File: config.mk
export PLATFORM = sky130hd
export DESIGN_NAME = alu_issue
export DESIGN_NICKNAME = d
export VERILOG_FILES = /design/src/rtl/alu_issue.sv
export SDC_FILE = /design/constraint.sdc
export NUM_CORES = 1
export LEC_CHECK = 0
export CORE_UTILIZATION = 35
export DETAILED_ROUTE_END_ITERATION = 12
export SYNTH_ARGS = -nofsm -noshare
export SYNTH_HDL_FRONTEND = slang
export SYNTH_SLANG_ARGS = --single-unit
File: constraint.sdc
create_clock -name clk -period 31 [get_ports clk]
set_input_delay 7.75 -clock clk [delete_from_list [all_inputs] [get_ports clk]]
set_output_delay 7.75 -clock clk [all_outputs]
set_load 0.01 [all_outputs]
File: src/rtl/alu_issue.sv
`default_nettype none
// ============================================================================
//  Module   : alu_issue
//  Purpose  : Command sequencer in front of a combinational 36-bit ALU.
//             Accepts one command per valid/ready handshake. Reads two
//             operands from an internal 8x36 register file and presents them
//             to the ALU. Captures the result and flags, then writes the
//             result back to the destination register.
//  Ports    : clk, rst                    - clock, async active-high reset
//             cmd_valid/ready/op/rd/rs1/rs2 - command handshake and fields
//             load_en/addr/data           - host register-file write
//             rdbk_addr/rdbk_data         - combinational register readback
//             alu_in1/in2/op (out)        - registered ALU operands/opcode
//             alu_out/alu_cout (in)       - ALU result and carry/borrow
//             result, flags[3:0]={E,C,N,Z}, done (one-cycle WB pulse)
//  Revision : 1.0 - initial release
// ============================================================================
module alu_issue #(
  parameter int         NREGS   = 8,
  parameter bit         ZERO_R0 = 1'b1,
  parameter logic [4:0] OP_DIV  = 5'd5
) (
  input  logic        clk,
  input  logic        rst,
  input  logic        cmd_valid,
  output logic        cmd_ready,
  input  logic [4:0]  cmd_op,
  input  logic [2:0]  cmd_rd,
  input  logic [2:0]  cmd_rs1,
  input  logic [2:0]  cmd_rs2,
  input  logic        load_en,
  input  logic [2:0]  load_addr,
  input  logic [35:0] load_data,
  input  logic [2:0]  rdbk_addr,
  output logic [35:0] rdbk_data,
  output logic [35:0] alu_in1,
  output logic [35:0] alu_in2,
  output logic [4:0]  alu_op,
  input  logic [35:0] alu_out,
  input  logic        alu_cout,
  output logic [35:0] result,
  output logic [3:0]  flags,
  output logic        done
);

  typedef enum logic [1:0] {
    S_IDLE = 2'd0,
    S_READ = 2'd1,
    S_EXEC = 2'd2,
    S_WB   = 2'd3
  } state_t;

  state_t       r_state;
  state_t       w_next;

  logic [4:0]   r_op;
  logic [2:0]   r_rd;
  logic [2:0]   r_rs1;
  logic [2:0]   r_rs2;
  logic [35:0]  r_regs [NREGS];

  logic         w_accept;
  logic         w_load;
  logic         w_wb;
  logic         w_div0;
  logic [35:0]  w_rs1_data;
  logic [35:0]  w_rs2_data;

  // Register 0 may be hardwired to zero; every read path goes through here.
  function automatic logic [35:0] f_read(input logic [2:0] idx);
    if (ZERO_R0 && (idx == 3'd0)) begin
      f_read = '0;
    end else begin
      f_read = r_regs[idx];
    end
  endfunction

  // ---------------------------------------------------------------- FSM
  always_ff @(posedge clk or posedge rst) begin
    if (rst) begin
      r_state <= S_IDLE;
    end else begin
      r_state <= w_next;
    end
  end

  always_comb begin
    w_next    = r_state;
    cmd_ready = 1'b0;
    done      = 1'b0;
    case (r_state)
      S_IDLE: begin
        cmd_ready = 1'b1;
        if (cmd_valid) begin
          w_next = S_READ;
        end
      end
      S_READ:  w_next = S_EXEC;
      S_EXEC:  w_next = S_WB;
      S_WB: begin
        done   = 1'b1;
        w_next = S_IDLE;
      end
      default: w_next = S_IDLE;
    endcase
  end

  // ------------------------------------------------------ control terms
  always_comb begin
    w_accept   = cmd_valid && (r_state == S_IDLE);
    // Host loads only land while idle, so they never collide with writeback.
    w_load     = load_en && (r_state == S_IDLE);
    // A divide-by-zero result is never committed to the register file.
    w_wb       = (r_state == S_WB) && !flags[3] && !(ZERO_R0 && (r_rd == 3'd0));
    w_div0     = (alu_op == OP_DIV) && (alu_in2 == 36'd0);
    w_rs1_data = f_read(r_rs1);
    w_rs2_data = f_read(r_rs2);
    rdbk_data  = f_read(rdbk_addr);
  end

  // ----------------------------------------------------------- datapath
  always_ff @(posedge clk or posedge rst) begin
    if (rst) begin
      r_op    <= '0;
      r_rd    <= '0;
      r_rs1   <= '0;
      r_rs2   <= '0;
      alu_in1 <= '0;
      alu_in2 <= '0;
      alu_op  <= '0;
      result  <= '0;
      flags   <= '0;
    end else begin
      if (w_accept) begin
        r_op  <= cmd_op;
        r_rd  <= cmd_rd;
        r_rs1 <= cmd_rs1;
        r_rs2 <= cmd_rs2;
      end
      // Operands are read one cycle after accept, so a same-cycle host load
      // to rs1/rs2 is already in the register file here.
      if (r_state == S_READ) begin
        alu_in1 <= w_rs1_data;
        alu_in2 <= w_rs2_data;
        alu_op  <= r_op;
      end
      if (r_state == S_EXEC) begin
        result <= alu_out;
        if (w_div0) begin
          flags <= 4'b1000;
        end else begin
          flags <= {1'b0, alu_cout, alu_out[35], (alu_out == 36'd0)};
        end
      end
    end
  end

  // ------------------------------------------------------ register file
  always_ff @(posedge clk or posedge rst) begin
    if (rst) begin
      for (int i = 0; i < NREGS; i++) begin
        r_regs[i] <= '0;
      end
    end else begin
      if (w_wb) begin
        r_regs[r_rd] <= result;
      end
      if (w_load && !(ZERO_R0 && (load_addr == 3'd0))) begin
        r_regs[load_addr] <= load_data;
      end
    end
  end

endmodule
`default_nettype wire

Word-level counts from Yosys, hierarchy flattened
Index checks and enable logic that the tools add are counted.

word-level totals
  bits of input ports = 97
  output and inout port bits = 155
  register bits after elaboration = 421
  word-level logic and storage cells = 79

cells by class
  magnitude comparators = 7
  equality and inequality tests = 5
  muxes and demuxes = 25
  bitwise logic cells = 5
  reductions and logical operators = 19

operator list
  operator                                                   count
  bitwise mux 288 bit                                        2
  2-to-1 mux 288 bit                                         2
  2-to-1 mux 36 bit                                          11
  binary-select mux 36 bit (select 3 bit)                    3
  demux 36 bit (select 3 bit)                                2
  zero test 36 bit                                           2
  greater-or-equal comparator 4 bit (second input constant)  5
  inverter 3 -> 4 bit                                        5
  zero test 3 bit                                            5
  logical AND 1 bit                                          8
  < comparator 4 x 1 -> 1 bit (second input constant)        2
  case mux 2 bit (4 select lines)                            1
  == test 5 x 3 -> 1 bit (second input constant)             1
  == test 2 bit (second input constant)                      2
  2-to-1 mux 4 bit                                           1
  zero test 1 bit                                            3
  == test 2 x 1 -> 1 bit (second input constant)             1
  zero test 2 bit                                            1
  2-to-1 mux 1 bit                                           2
  2-to-1 mux 2 bit                                           1
  inequality test 2 bit (second input constant)              1

Depth between registers and ports, before layout
Gate-level depths: netlist (run 1).

  word-level depth = 9
  gate-level depth with buffers = 8

Worst setup path after synthesis (run 1)
Ideal clock, no wire load.

  path kind = input to output
  from = in rdbk_addr[1]
  to = out rdbk_data[12]
  stages on the path = 5
  required time = 23.250 ns
  setup slack = 14.291 ns
  data arrival time = 8.959 ns
  buffers on the path = 2
  path through = buf_2 > buf_1 > mux2_2 > a221oi_1 > a21oi_1

between the ends
  longest elaborated chain between the ends = 5

RTL lines
  element                                                line  RTL
  from (decl)                                            34    input logic [2:0] rdbk_addr,
  inverter 3 -> 4 bit (implied by the code)              74    f_read = r_regs[idx];
  binary-select mux 36 bit (select 3 bit)                74
  2-to-1 mux 36 bit (implied by the code) (2 in series)  74
  2-to-1 mux 36 bit *                                    71    if (ZERO_R0 && (idx == 3'd0)) begin
  to (decl)                                              35    output logic [35:0] rdbk_data,

Every way passes the cells marked *; elsewhere a longest branch is shown, timed or not. The select of a mux whose other input is x is not followed.

Final worst setup path (run 1)
  from = in rdbk_addr[1]
  to = out rdbk_data[33]

The elaborated chain is that of the path after synthesis.

==> metrics, run 1 <==
Leak=10.6 nW; Die ar.=66500 um2; endpoints failing setup=0; Flop pwr share=36.3%; Register Area=9650 um2; gr usage total=23.7%; slowest stage delay, CP=0.74 ns; total number of vias=18345; CP Buf/Inv Count=3; Ys Warns=0; number of filler instances in the final layout=6103; core area=64600 um2; routed length per instance=25.1 um; Final period util=59.4%; post-CTS sizing=0; type of the most critical hold path=flip-flop to flip-flop; Finished Cell Area=27400 um2; Max IR drop VDD=0.0544 mV; Post-CTS Setup Bufs=0; n_diodes=0; Pint=1.88 mW; initial antenna violation count=2; M1 WL=34.5 mm; clock tree buffer depth=3; RSZ-0062 raised after global routing=no; CTS tree=built; CTS Buf Count=47; Final ANT Viol Nets=0; cts hold-fix bufs=0; critical path class=input pin to primary output; NetSw=1.21 mW; crit-path leading delay family=buffers and inverters; syn avg cell area=10.5 um2; chip width=258 um; CP startpoint kind=input pin; post-DP HPWL=45.8 mm; Crit. End Element=primary output; post-synthesis sequential area ratio=42.0%; Port Buffers=251; final count of hold timing violations=0; H-tree levels=2; outcome=complete, no violations; drt total wl=79.5 mm; critical path arrival=10.66 ns; Slowest-stage cell, CP=nor2b_4; Routability Congestion=0.839; Pwr Density=113 nW/um2; Slew @ Worst Pin=1.06 ns; largest net degree at the start of global routing=160; pre-CTS setup slack=12.66 ns; cell area after synthesis=22900 um2; Gate power share=44.7%; drt drc=0; Ports=252; dpl cell area=25800 um2; number of global-route vias before repair=18343; met2 WL=36.8 mm; layout cells sized above 1=17.6%; post-route setup slack=12.59 ns; min Tclk post-route=18.41 ns; Sw Ratio=39.2%; most frequent CP cell=buf_4; crit-path max FO=34; first-pass GRT wire length=120 mm; Mapped Cells=2173; required time worst endpoint=23.25 ns; metal3 WL=5.99 mm; # nets final=2384; Via-to-Cell Ratio=5.78; Worst-Skew Late Latency=0.59 ns; area of the multi-input gates=12000 um2; max-cap violations=0; Max Freq=54.3 MHz; 1st-iter DRT viols=1709; row count=93; total grt overflow=0; max layer used=met5; slew margin rel.=28.4%; die outline height=258 um; Initial Util=35.5%; TNS Setup=0 ns; Clock transition at path regs=0.06 ns; clk sinks=385; DRT Pass-1 Iters=6; count of cell types in the netlist=40; area growth from synthesis to layout=19.6%; Synth Register Bits=385; Worst Skew=0.0137 ns; critical-path cell list=buf_4 > nor2b_4 > buf_4 > a22oi_1 > o21ai_0 > clkdlybuf4s50_1; syn_nets=2275; root buf cell=clkbuf_16; Pins Over Slew Limit=0; clock power share=19.0%
## worst reg2reg max path, stage by stage (launching register included)
cell	delay, ns
dfrtp_4	1.00
buf_4	0.76
mux4_2	0.71
and2_1	0.17
o21ai_0	0.40
o21ai_0	0.17
## sequential cells by signal, summed over array words and instances (netlist names)
| register | flops |
|---|---|
| alu_in2 | 36 |
| flags | 4 |
| r_rs1 | 3 |
| r_state | 2 |
| alu_in1 | 36 |
| alu_op | 5 |
| r_op | 5 |
| result | 36 |
| r_rd | 3 |
| r_regs | 252 |
| r_rs2 | 3 |
## cells in the mapped netlist, drive strengths merged
library cell	number	area share, %
and4	1	0.038
or4	1	0.033
o22ai	2	0.055
inv	72	1.2
a22oi	42	1.4
nand2b	3	0.11
mux2	164	8.1
a211oi	37	1.2
clkbuf	139	2.3
nor3	5	0.11
o21ai	293	6.4
or3	2	0.055
nand4	3	0.082
a21oi	139	3.0
a21o	2	0.066
ha	5	0.27
nor2	79	1.3
nor2b	3	0.082
o32ai	1	0.038
or2	1	0.027
mux4	108	11
dfrtp	385	42
buf	81	2.4
nor4	17	0.46
mux2i	289	13
a221oi	29	1.1
nand2	227	3.7
nor4b	3	0.14
nand3b	2	0.066
and2	35	0.96
nand3	3	0.066
## area by class of cell
type,count,share of cell area [%]
multi-input cells,1496,43.9
clock inverters,17,0.867
repair buffers,280,9.98
well taps,855,3.90
inverters,72,1.01
flip-flops and latches,385,35.2
clock buffers,67,5.09
## placed cells by master (no fill, tap or decap), drive strengths merged, types with 2 or more instances in the layout
cell / n
nor2: 79
and2: 35
nor3: 5
a221oi: 29
o22ai: 2
bufinv: 6
nor4b: 3
nor4: 17
buf: 32
or3: 2
nand3b: 2
nand2: 227
clkbuf: 67
nor2b: 3
inv: 72
dfrtp: 385
o21ai: 293
nand2b: 3
mux2i: 289
mux2: 164
clkdlybuf4s50: 248
a21oi: 139
a21o: 2
mux4: 108
ha: 5
clkinv: 10
nand3: 3
a22oi: 42
nand4: 3
a211oi: 37
## worst paths after layout
path	from	endpoint	slack, ns	cells after the start
worst max register to register	r_rs2[0]$_DFFE_PP0P_	alu_in2[14]$_DFFE_PP0N_	27.65	5
worst min-delay path	r_op[3]$_DFFE_PP0P_	alu_op[3]$_DFFE_PP0N_	0.50	1
worst min register to register	r_op[3]$_DFFE_PP0P_	alu_op[3]$_DFFE_PP0N_	0.50	1
worst max-delay path	rdbk_addr[1]	rdbk_data[33]	12.59	6
max in group asynchronous	rst	r_regs[65]$_DFF_PP0_	20.92	4
min in group asynchronous	rst	alu_in2[2]$_DFFE_PP0N_	7.64	2
## metal layers
layer	GRT usage, %	vias up
met1	32.7	9286
li1	-	8082
met2	37.6	820
met5	0	-
met3	4.35	153
met4	7.61	4
## cell families after synthesis
kind of cell	after synthesis	synth area share, %
AO/OA/AOI/OAI	545	13.3
multiplexers	561	31.3
adder cells (fa/ha/maj)	5	0.273
buffers and inverters	292	5.81
AND/OR/NAND/NOR	385	7.28
flip-flops	385	42.0
## power by group through the flow
stage | combinational (mW) | clock (mW) | sequential [mW]
finish | 1.38 | 0.587 | 1.12
global route | 1.50 | 0.618 | 1.16
CTS | 1.39 | 0.600 | 1.11
detailed placement | 1.38 | 0 | 1.12
global placement | 1.35 | 0 | 1.10
floorplan | 1.01 | 0 | 0.958
## per-stage QoR
stage          hold WS, ns  total power, mW  utilization, %  cells
4_1_cts              0.505             3.10            42.4   3172
3_3_place_gp         0.484             2.46            39.9   3088
6_report             0.501             3.09            42.4   3172
5_1_grt              0.521             3.28            42.4   3172
2_1_floorplan        0.474             1.96               -   2173
3_5_place_dp         0.491             2.50            39.9   3088
Power figures use the tool's default switching activity.
==> inputs of run 2 (changes only) <==
clock period = 17.5 ns   (was 31 ns; I/O delays follow)
==> run 2 against run 1 <==
Design area hardly changed; critical path depth unchanged; via count fell by 0.15%; combinational power grew 78%; sequential share of layout area about the same; sequential cell count did not move; largest power group unchanged; wire length increased by 1.1%; register-to-register slack worse by 13 ns; final cell count barely moved; power up 78%; count of clock-buffer cells in the layout grew 6; non-clock buffer count is the same.
==> metrics, run 2 (same netlist as run 1, synthesis figures left out) <==
TNS Setup=0 ns; CTS Buf Count=46; dpl cell area=25800 um2; Final ANT Viol Nets=0; Pwr Density=201 nW/um2; crit-path max FO=35; commonest cells after routing, fill and taps aside=379 x dfrtp_1, 289 x mux2i_1, 248 x clkdlybuf4s50_1; R2R cell count=5; min Tclk post-route=11.71 ns; slew margin rel.=27.0%; gr usage total=24.0%; initial antenna violation count=4; Final Power=5.50 mW; routed length per instance=25.3 um; RSZ-0062 raised after global routing=no; post-DP HPWL=45.9 mm; Inst Count DP=3088; layout cells sized above 1=17.4%; hold endpoint=alu_op[3]$_DFFE_PP0N_; RR Startpoint=r_rs2[0]$_DFFE_PP0P_; clock power share=19.1%; slowest stage delay, CP=0.75 ns; Final period util=66.9%; Worst R2R End=alu_in2[14]$_DFFE_PP0N_; Finished Cell Area=27400 um2; # nets final=2383; Initial Util=35.5%; DRT Pass-1 Iters=5; Die ar.=66500 um2; clk sinks=385; Post-CTS Setup Bufs=0; Worst R2R Setup Slack=14.15 ns; Slowest-stage cell, CP=nor2b_4; endpoints failing setup=0; final count of hold timing violations=0; Leak=10.6 nW; Slew @ Worst Pin=1.09 ns; NetSw=2.16 mW; hold path depth=1; most frequent CP cell=buf_4; Pins Over Slew Limit=0; Routability Congestion=0.845; Crit. End Element=primary output; H-tree levels=2; clock tree buffer depth=3; Clock transition at path regs=0.06 ns; Register Area=9650 um2; CP startpoint kind=input pin; area of the multi-input gates=12000 um2; Worst-Skew Late Latency=0.58 ns; CTS tree=built; number of filler instances in the final layout=6123; die outline height=258 um; post-CTS sizing=0; Max Freq=85.4 MHz; area growth from synthesis to layout=19.7%; max-cap violations=0; most common cell after layout, fill and taps aside=dfrtp_1; drt drc=0; first-pass GRT wire length=121 mm; total number of vias=18317; max reg flops=252; critical path arrival=7.33 ns; Via-to-Cell Ratio=5.77; core area=64600 um2; chip width=258 um; 1st-iter DRT viols=1554; total grt overflow=0; outcome=complete, no violations; Gate power share=44.7%; row count=93; required time worst endpoint=13.12 ns; Worst Skew=0.00933 ns; Max IR drop VDD=0.0919 mV; type of the most critical hold path=flip-flop to flip-flop; hold wc startpoint=r_op[3]$_DFFE_PP0P_; Sw Ratio=39.2%; fin cells=3174; critical path class=input pin to primary output; drt total wl=80.4 mm; Ports=252; Pint=3.34 mW; number of global-route vias before repair=18361; critical-path cell list=buf_4 > nor2b_4 > buf_4 > a22oi_1 > o21ai_0 > clkdlybuf4s50_1; root buf cell=clkbuf_16; Flop pwr share=36.2%; largest net degree at the start of global routing=150; cts hold-fix bufs=0; Largest Register=r_regs; Port Buffers=251
## run 2: cell count changes in the layout (fill, tap and decap cells not counted), sizes merged
| cell | before | now |
|---|---|---|
| clkinvlp | 1 | 0 |
| clkinv | 10 | 5 |
| diode | 0 | 2 |
| clkbuf | 67 | 73 |
## run 2: layout make-up
cell class,count,share of cell area (%)
Multi-Input combinational cell,1496,43.9
Inverter,72,1.01
Clock buffer,73,5.27
Tap cell,855,3.90
Sequential cell,385,35.2
Antenna cell,2,0.0182
Timing Repair Buffer,280,9.97
Clock inverter,11,0.748
## run 2: routing by layer
| layer | up-vias | wire length (um) | track usage [%] |
|---|---|---|---|
| li1 | 8086 | - | - |
| met1 | 9219 | 34600 | 32.8 |
| met2 | 843 | 37200 | 37.8 |
| met3 | 165 | 6040 | 4.47 |
| met4 | 4 | 2420 | 8.73 |
| met5 | - | 31 | 0 |
## run 2: how the worst max path moves through the flow
stage / start / end / slack [ns]
2_1_floorplan: rst / alu_in1[0]$_DFFE_PP0N_ / 2.43
3_3_place_gp: rdbk_addr[1] / rdbk_data[33] / 5.89
3_5_place_dp: rdbk_addr[1] / rdbk_data[33] / 5.84
4_1_cts: rdbk_addr[1] / rdbk_data[33] / 5.86
5_1_grt: rdbk_addr[1] / rdbk_data[31] / 5.77
6_report: rdbk_addr[1] / rdbk_data[33] / 5.79
## run 2: power groups by stage
| stage | sequential [mW] | combinational, mW | clock, mW |
|---|---|---|---|
| 3_3_place_gp | 1.95 | 2.40 | 0 |
| 6_report | 1.99 | 2.46 | 1.05 |
| 3_5_place_dp | 1.98 | 2.46 | 0 |
| 5_1_grt | 2.06 | 2.66 | 1.11 |
| 4_1_cts | 1.98 | 2.46 | 1.07 |
| 2_1_floorplan | 1.70 | 1.78 | 0 |
## run 2: worst max-delay path, delay by kind of cell
kind            cells  cell delay, ns
compound gates      2            0.53
buf+inv             3            1.63
simple gates        1            0.75
## run 2: per-stage QoR
step / hold WS, ns / utilization [%] / setup slack (ns)
final: 0.500 / 42.5 / 5.79
after global placement: 0.485 / 39.9 / 5.89
after global routing: 0.519 / 42.5 / 5.77
after detailed placement: 0.489 / 39.9 / 5.84
after floorplan: 0.474 / - / 2.43
after CTS: 0.502 / 42.5 / 5.86
==> inputs of run 3 (changes only) <==
clock period = 10.85 ns   (was 17.5 ns; I/O delays follow)
==> run 3 against run 2 <==
Clock skew rose by 0.012 ns; clock power rose by 54%; die area did not move; critical endpoint unchanged; largest power group unchanged; highest routed layer unchanged.
==> metrics, run 3 (same netlist as run 1, synthesis figures left out) <==
outcome=complete, no violations; Clock transition at path regs=0.06 ns; CP Buf/Inv Count=3; initial antenna violation count=4; Max Freq=123 MHz; Pins Over Slew Limit=0; required time worst endpoint=8.14 ns; most common cell after layout, fill and taps aside=dfrtp_1; H-tree levels=2; gr usage total=23.8%; area of the multi-input gates=12000 um2; chip width=258 um; critical path class=input pin to primary output; 1st-iter DRT viols=1713; most frequent CP cell=buf_4; drt drc=0; post-CTS sizing=0; clk sinks=385; RSZ-0062 raised after global routing=no; min Tclk post-route=8.11 ns; Worst Skew=0.0215 ns; Slowest-stage cell, CP=buf_4; Die ar.=66500 um2; CP startpoint kind=input pin; number of filler instances in the final layout=6097; type of the most critical hold path=flip-flop to flip-flop; cts hold-fix bufs=0; max reg flops=252; area growth from synthesis to layout=19.3%; endpoints failing setup=0; crit-path leading delay family=buffers and inverters; core area=64600 um2; slowest stage delay, CP=0.78 ns; Post-CTS Setup Bufs=0; Initial Util=35.5%; critical path arrival=5.40 ns; Largest Register=r_regs; clock tree buffer depth=3; layout cells sized above 1=17.5%; number of global-route vias before repair=18345; commonest cells after routing, fill and taps aside=379 x dfrtp_1, 289 x mux2i_1, 248 x clkdlybuf4s50_1; final count of hold timing violations=0; root buf cell=clkbuf_16; Via-to-Cell Ratio=5.75; crit-path max FO=48; row count=93; routed length per instance=25.1 um; TNS Setup=0 ns; first-pass GRT wire length=120 mm; Register Area=9650 um2; Routability Congestion=0.863; total number of vias=18262; drt total wl=79.6 mm; Leak=10.6 nW; Worst-Skew Late Latency=0.59 ns; critical-path cell list=buf_4 > buf_4 > mux4_2 > nand2_1 > o21ai_0 > clkdlybuf4s50_1; CTS tree=built; Port Buffers=251; Max IR drop VDD=0.145 mV; Ports=252; Final Power=8.79 mW; slew margin rel.=23.2%; largest net degree at the start of global routing=173; Final period util=74.8%; Final ANT Viol Nets=0; post-DP HPWL=46.0 mm; DRT Pass-1 Iters=5; Slew @ Worst Pin=1.15 ns; CTS Buf Count=45; total grt overflow=0; die outline height=258 um; # nets final=2384; Crit. End Element=primary output; max-cap violations=0; Pwr Density=322 nW/um2
==> run 3: cell types whose count changed in the layout (fill, tap and decap cells not counted), sizes merged <==
cell,delta
clkinv,+1
clkbuf,-6
buf,+2
inv,+2
clkinvlp,+2
bufinv,-1
==> run 3: cell type report <==
cell class	instances	share of cell area [%]
multi-input combinational	1496	44.0
clock inverter	15	0.824
sequential	385	35.3
inverter	72	1.00
antenna	2	0.0183
clock buffer	67	4.86
timing repair buffer	282	10.0
tap	855	3.91
==> run 3: power by group <==
group | switching [mW] | internal [mW]
Clock | 0.653 | 0.968
Combinational | 1.73 | 2.17
Sequential | 1.10 | 2.17
==> run 3: path summary, 6_finish.rpt <==
check                                          end  cells after the start  slack [ns]                 start
min in group asynchronous   alu_in1[3]$_DFFE_PP0N_                      2        2.60                   rst
min reg2reg                  alu_op[2]$_DFFE_PP0N_                      1        0.50   r_op[2]$_DFFE_PP0P_
max                                  rdbk_data[33]                      6        2.74          rdbk_addr[0]
max in group asynchronous    r_regs[164]$_DFF_PP0_                      4        5.96                   rst
max reg2reg                alu_in2[24]$_DFFE_PP0N_                      5        7.40  r_rs2[0]$_DFFE_PP0P_
min                          alu_op[2]$_DFFE_PP0N_                      1        0.50   r_op[2]$_DFFE_PP0P_
==> run 3: metrics by stage <==
step / instance area [um2] / hold slack (ns) / util [%] / instances / worst slack [ns]
6_report: 27300 / 0.503 / 42.3 / 3174 / 2.74
5_1_grt: 27300 / 0.528 / 42.3 / 3174 / 2.57
4_1_cts: 27300 / 0.495 / 42.3 / 3172 / 2.68
3_5_place_dp: 25800 / 0.493 / 39.9 / 3090 / 2.68
3_3_place_gp: 25800 / 0.480 / 39.9 / 3090 / 2.73
2_1_floorplan: 22900 / 0.474 / - / 2173 / 2.96
==> run 3: per-layer routing <==
layer	up-vias	wire [um]	global-route usage [%]	share of wire, %
li1	8116	-	-	-
met1	9197	34600	32.6	43
met2	815	36700	37.2	46
met3	130	6340	5.30	8.0
met4	4	1910	7.64	2.4
met5	-	31	0	0.039
